File: src/rtl/stream_arb_mux_if.sv
// Stream bundle between N_CH input channels and the single arbitrated output slot.
// master drives the channel inputs and the downstream ready; slave is the arbiter.
interface stream_arb_mux_if #(
    parameter int WIDTH = 32,
    parameter int N_CH  = 4
);
    localparam int SEL_W = (N_CH > 2) ? $clog2(N_CH) : 1;

    logic [N_CH*WIDTH-1:0] in_data;
    logic [N_CH-1:0]       in_valid;
    logic [N_CH-1:0]       in_ready;
    logic [SEL_W-1:0]      sel;
    logic [WIDTH-1:0]      out_data;
    logic                  out_valid;
    logic                  out_ready;
    logic [SEL_W-1:0]      out_ch;
    logic [15:0]           xfer_cnt;

    modport master (
        output in_data, in_valid, sel, out_ready,
        input  in_ready, out_data, out_valid, out_ch, xfer_cnt
    );

    modport slave (
        input  in_data, in_valid, sel, out_ready,
        output in_ready, out_data, out_valid, out_ch, xfer_cnt
    );
endinterface

File: src/rtl/stream_arb_mux.sv
// N-channel stream arbiter feeding one registered output slot; round-robin,
// fixed-priority or externally selected grant, plus a wrapping transfer counter.
module stream_arb_mux #(
    parameter int WIDTH = 32,
    parameter int N_CH  = 4,
    parameter int MODE  = 0
) (
    input  logic              clk,
    input  logic              rst,
    stream_arb_mux_if.slave   bus
);
    localparam int SEL_W = (N_CH > 2) ? $clog2(N_CH) : 1;

    logic [WIDTH-1:0] ch_data [N_CH];
    logic [N_CH-1:0]  grant;

    logic [WIDTH-1:0] out_data_reg;
    logic [SEL_W-1:0] out_ch_reg;
    logic             out_valid_reg;
    logic [SEL_W-1:0] ptr_reg;
    logic [15:0]      cnt_reg;

    logic             ld;
    logic             rr_any, fp_any, sl_any, gnt_any;
    logic [SEL_W-1:0] rr_idx, fp_idx, sl_idx, gnt_idx;
    logic [SEL_W-1:0] ptr_next;
    int               j;

    assign ld = !out_valid_reg || bus.out_ready;

    genvar gi;
    generate
        for (gi = 0; gi < N_CH; gi++) begin : g_ch
            assign ch_data[gi] = bus.in_data[gi*WIDTH +: WIDTH];
            assign grant[gi]   = gnt_any && (gnt_idx == SEL_W'(gi));
        end
    endgenerate

    // All three arbiters are evaluated; the mode parameter picks one.
    // Loops run downward so the last hit is the nearest candidate.
    always_comb begin
        rr_any = 1'b0;
        rr_idx = '0;
        fp_any = 1'b0;
        fp_idx = '0;
        j      = 0;
        for (int k = N_CH - 1; k >= 0; k--) begin
            j = int'(ptr_reg) + k;
            if (j >= N_CH) j = j - N_CH;
            if (bus.in_valid[j]) begin
                rr_any = 1'b1;
                rr_idx = SEL_W'(j);
            end
            if (bus.in_valid[k]) begin
                fp_any = 1'b1;
                fp_idx = SEL_W'(k);
            end
        end
        sl_idx = bus.sel;
        sl_any = (int'(bus.sel) < N_CH) && bus.in_valid[bus.sel];

        if (MODE == 1) begin
            gnt_any = fp_any;
            gnt_idx = fp_idx;
        end else if (MODE == 2) begin
            gnt_any = sl_any;
            gnt_idx = sl_idx;
        end else begin
            gnt_any = rr_any;
            gnt_idx = rr_idx;
        end
    end

    assign ptr_next = (gnt_idx == SEL_W'(N_CH - 1)) ? '0 : gnt_idx + SEL_W'(1);

    always_ff @(posedge clk or posedge rst) begin
        if (rst) begin
            out_data_reg  <= '0;
            out_ch_reg    <= '0;
            out_valid_reg <= 1'b0;
            ptr_reg       <= '0;
            cnt_reg       <= '0;
        end else begin
            if (out_valid_reg && bus.out_ready) cnt_reg <= cnt_reg + 16'd1;
            if (ld) begin
                if (gnt_any) begin
                    out_data_reg  <= ch_data[gnt_idx];
                    out_ch_reg    <= gnt_idx;
                    out_valid_reg <= 1'b1;
                    if (MODE != 1 && MODE != 2) ptr_reg <= ptr_next;
                end else begin
                    out_valid_reg <= 1'b0;
                end
            end
        end
    end

    // Ready is forced low during reset even though the slot is empty then.
    assign bus.in_ready  = (ld && !rst) ? grant : '0;
    assign bus.out_data  = out_data_reg;
    assign bus.out_ch    = out_ch_reg;
    assign bus.out_valid = out_valid_reg;
    assign bus.xfer_cnt  = cnt_reg;
endmodule

File: src/flat_wrapper.sv
// flat-port wrapper written by rule: the top's interface ports become plain ports
module stream_arb_mux_flat 
#(
    parameter int WIDTH = 32,
    parameter int N_CH  = 4,
    parameter int MODE  = 0
)
  (clk, rst, bus_in_data, bus_in_valid, bus_sel, bus_out_ready, bus_in_ready, bus_out_data, bus_out_valid, bus_out_ch, bus_xfer_cnt);
  stream_arb_mux_if #(.WIDTH(WIDTH), .N_CH(N_CH)) bus_i ();
  input  logic clk;
  input  logic rst;
  input wire logic [$bits(bus_i.in_data)-1:0] bus_in_data;
  input wire logic [$bits(bus_i.in_valid)-1:0] bus_in_valid;
  input wire logic [$bits(bus_i.sel)-1:0] bus_sel;
  input wire logic [$bits(bus_i.out_ready)-1:0] bus_out_ready;
  output wire logic [$bits(bus_i.in_ready)-1:0] bus_in_ready;
  output wire logic [$bits(bus_i.out_data)-1:0] bus_out_data;
  output wire logic [$bits(bus_i.out_valid)-1:0] bus_out_valid;
  output wire logic [$bits(bus_i.out_ch)-1:0] bus_out_ch;
  output wire logic [$bits(bus_i.xfer_cnt)-1:0] bus_xfer_cnt;
  assign bus_i.in_data = bus_in_data;
  assign bus_i.in_valid = bus_in_valid;
  assign bus_i.sel = bus_sel;
  assign bus_i.out_ready = bus_out_ready;
  assign bus_in_ready = bus_i.in_ready;
  assign bus_out_data = bus_i.out_data;
  assign bus_out_valid = bus_i.out_valid;
  assign bus_out_ch = bus_i.out_ch;
  assign bus_xfer_cnt = bus_i.xfer_cnt;
  stream_arb_mux #(.WIDTH(WIDTH), .N_CH(N_CH), .MODE(MODE)) u_core (.clk(clk), .rst(rst), .bus(bus_i));
endmodule
File: config.mk
export PLATFORM = sky130hd
export DESIGN_NAME = stream_arb_mux_flat
export DESIGN_NICKNAME = d
export VERILOG_FILES = /design/src/rtl/stream_arb_mux_if.sv /design/src/rtl/stream_arb_mux.sv /design/src/flat_wrapper.sv
export SDC_FILE = /design/constraint.sdc
export NUM_CORES = 1
export LEC_CHECK = 0
export ABC_AREA = 1
export CORE_ASPECT_RATIO = 0.9
export CORE_UTILIZATION = 35
export DETAILED_ROUTE_END_ITERATION = 16
export HOLD_SLACK_MARGIN = 0.05
export PLACE_DENSITY = 0.73
export SETUP_SLACK_MARGIN = 0.15
export SYNTH_ARGS = -nofsm -noshare
export SYNTH_HDL_FRONTEND = slang
export SYNTH_SLANG_ARGS = --single-unit
File: constraint.sdc
create_clock -name clk -period 3.4 [get_ports clk]
set_input_delay 1.02 -clock clk [delete_from_list [all_inputs] [get_ports clk]]
set_output_delay 1.02 -clock clk [all_outputs]
set_load 0.02 [all_outputs]
==> flow_summary.json <==
{
  "outcome": "complete, no violations",
  "ioPinCount": 192,
  "routedWlPerCell_um": 12.2,
  "dieArea_um2": 12000,
  "start_kind": "input port",
  "root_buffer": "clkbuf_16",
  "ys.flop_type": "dfrtp_1",
  "ir_worst_vdd_v": 0.000770,
  "critical_path_required_ps": 2380,
  "layout_common_cells": "nand2_1 (222), clkdlybuf4s50_1 (180), inv_1 (138)",
  "switching_share": 0.495,
  "synth_edf_count": 0,
  "hold_violations": 0,
  "worstSetupPathType": "in2out",
  "finalClockSkew_ps": 5.36,
  "wl_um": 12400,
  "clkPwrFrac": 0.092,
  "die_y_um": 104,
  "dpl.cell_count": 986,
  "ys_warn_count": 0,
  "cts.hold.buffers_added": 0,
  "synth_seq_cells": 53,
  "startpoint": "bus_in_valid[0]",
  "arrival_ps": 2290,
  "synthDistinctLibCells": 27,
  "synth_seq_area_share": 0.327,
  "h-tree-depth": 2,
  "drv_slew": 0,
  "core_um2": 11000,
  "drv_cap": 0,
  "worst_slew_pin_slew_ps": 702,
  "grt_pass1_wl_um": 20500,
  "r2r-end": "u_core.bus.out_ch[1]$_DFFE_PP0P_",
  "crit_end": "bus_in_ready[3]",
  "cts_made_buffers": 5,
  "cts.sinks": 53,
  "routed-via-count": 4488,
  "vias_per_cell": 4.44,
  "drt-pass1-iter-count": 6,
  "critPathMaxFanout": 4,
  "p_leak_nw": 3.58,
  "drc_errors": 0,
  "grt_max_degree": 65,
  "maxSlewHeadroom": 0.532,
  "total_power_mw": 6.18,
  "syn-cell-area_um2": 4050,
  "drtIter0Drc": 244,
  "grt_usage": 0.212,
  "start_util": 0.367,
  "finalSetupTns_ps": 0,
  "syn2layout_area_growth_pct": 60.9,
  "antenna_found_initial": 0,
  "final_common_cell": "nand2_1",
  "grt.overflow.total": 0,
  "gp_congestion": 0.802,
  "p_sw_mw": 3.06,
  "async_reset_ff_frac": 1.00,
  "cts_tree": "built",
  "largest_reg_flops": 32,
  "max_freq_mhz": 302,
  "min_path_type": "reg2reg",
  "final_util": 0.591,
  "avgSynthCellArea_um2": 6.15,
  "pwr-share-comb": 0.730,
  "fp.dieW_um": 115,
  "syn-instance-count": 659,
  "power.density_nw_per_um2": 947,
  "synth_nets": 798,
  "critPathCaptureType": "output port",
  "final_cells": 1010,
  "r2r_slack_ps": 330,
  "clock_path_buffers": 2,
  "ant_nets": 0,
  "nets": 996,
  "min_period_ps": 3310,
  "r2r-start": "u_core.ptr_reg[0]$_DFFE_PP0P_",
  "p_seq_frac": 0.178,
  "rows": 36,
  "drive_gt1_frac": 0.112,
  "hold_ws_ps": 478,
  "clk_latency_ps": 280,
  "n_antenna_cell": 0,
  "grt_pass1_vias": 4264,
  "ff2ff_path_depth": 20,
  "fin_crit_sh": 0.975,
  "intPower_mw": 3.12,
  "setup_viol": 0,
  "port_buffers": 189,
  "clk_pin_slew_ps": 60,
  "dp_hpwl_um": 8740,
  "rsz0062_at_grt": "yes"
}
==> per-stage QoR <==
stage | worst slack [ps] | instance area [um2]
final | 85.9 | 6520
after detailed placement | -863 | 6110
after CTS | 103 | 6430
after global routing | 37.5 | 6520
after global placement | -844 | 6110
after floorplan | 80.7 | 4120
==> critical path, stage by stage <==
cell and delay, ps:
buf_8 110, clkinv_8 30, nand2_4 30, and2_4 150, a21o_1 200, buf_6 130, o21ai_4 230, buf_6 140
buf_6 90, nor3b_4 30, buf_6 120
==> power by group through the flow <==
stage / logic (mW) / clock network (mW) / registers [mW]
floorplan: 2.69 / 0 / 1.36
global placement: 4.13 / 0 / 1.09
detailed placement: 4.17 / 0 / 1.10
CTS: 4.43 / 0.583 / 1.10
global route: 5.04 / 0.615 / 1.14
finish: 4.51 / 0.569 / 1.10
==> final cells by class <==
| cell class | count | area [um2] |
|---|---|---|
| fillers | 1056 | 4520 |
| repair buffers | 225 | 2210 |
| multi-input cells | 423 | 2050 |
| flip-flops and latches | 53 | 1330 |
| inverters | 149 | 583 |
| well taps | 152 | 190 |
| clock buffers | 6 | 129 |
| clock inverters | 2 | 38.8 |
==> layer usage <==
layer  vias up  GRT usage  routed length [um]
met3        12     0.0495                 825
met1      1983      0.275                5560
met4         0     0.0455                 161
met2       144      0.356                5820
met5         -          0                   0
li1       2349          -                   -
==> what timing repair did <==
action,4_1_cts,5_1_grt
hold endpoints to repair,0,0
buffers inserted,14,2
endpoints found under the setup margin,4,5
gates resized for setup,61,22
pin swaps,20,21
==> synth_stat cells (all sizes together), types with 2 or more instances <==
master    n  area (um2)
buf      34         246
o21ai     4        31.3
nand2   242         921
nand3   136         686
dfrtp    53        1330
inv     149         562
xnor2     6        52.6
ha        2        25.0
nor2     16        70.1
xor2      9        78.8
==> cells by family (layout without fill, tap and decap cells) <==
logic type | count (synthesis) | in the layout | synth area share
simple gates | 400 | 400 | 0.423
buf+inv | 183 | 382 | 0.200
flops | 53 | 53 | 0.327
xor+xnor | 15 | 15 | 0.0324
compound gates | 6 | 6 | 0.0114
fa+ha+maj | 2 | 2 | 0.00618
==> worst min-delay path by stage <==
stage | depth (start not counted) | start | end | slack [ps]
finish | 2 | u_core.bus.out_data[8]$_DFFE_PP0P_ | u_core.bus.out_data[8]$_DFFE_PP0P_ | 480
global route | 1 | u_core.bus.xfer_cnt[15]$_DFFE_PP0P_ | u_core.bus.xfer_cnt[15]$_DFFE_PP0P_ | 500
CTS | 2 | u_core.bus.out_data[8]$_DFFE_PP0P_ | u_core.bus.out_data[8]$_DFFE_PP0P_ | 480
detailed placement | 2 | u_core.bus.out_data[8]$_DFFE_PP0P_ | u_core.bus.out_data[8]$_DFFE_PP0P_ | 460
global placement | 1 | u_core.bus.xfer_cnt[15]$_DFFE_PP0P_ | u_core.bus.xfer_cnt[15]$_DFFE_PP0P_ | 460
floorplan | 1 | u_core.bus.xfer_cnt[15]$_DFFE_PP0P_ | u_core.bus.xfer_cnt[15]$_DFFE_PP0P_ | 580
(Power assumes the default switching activity.)
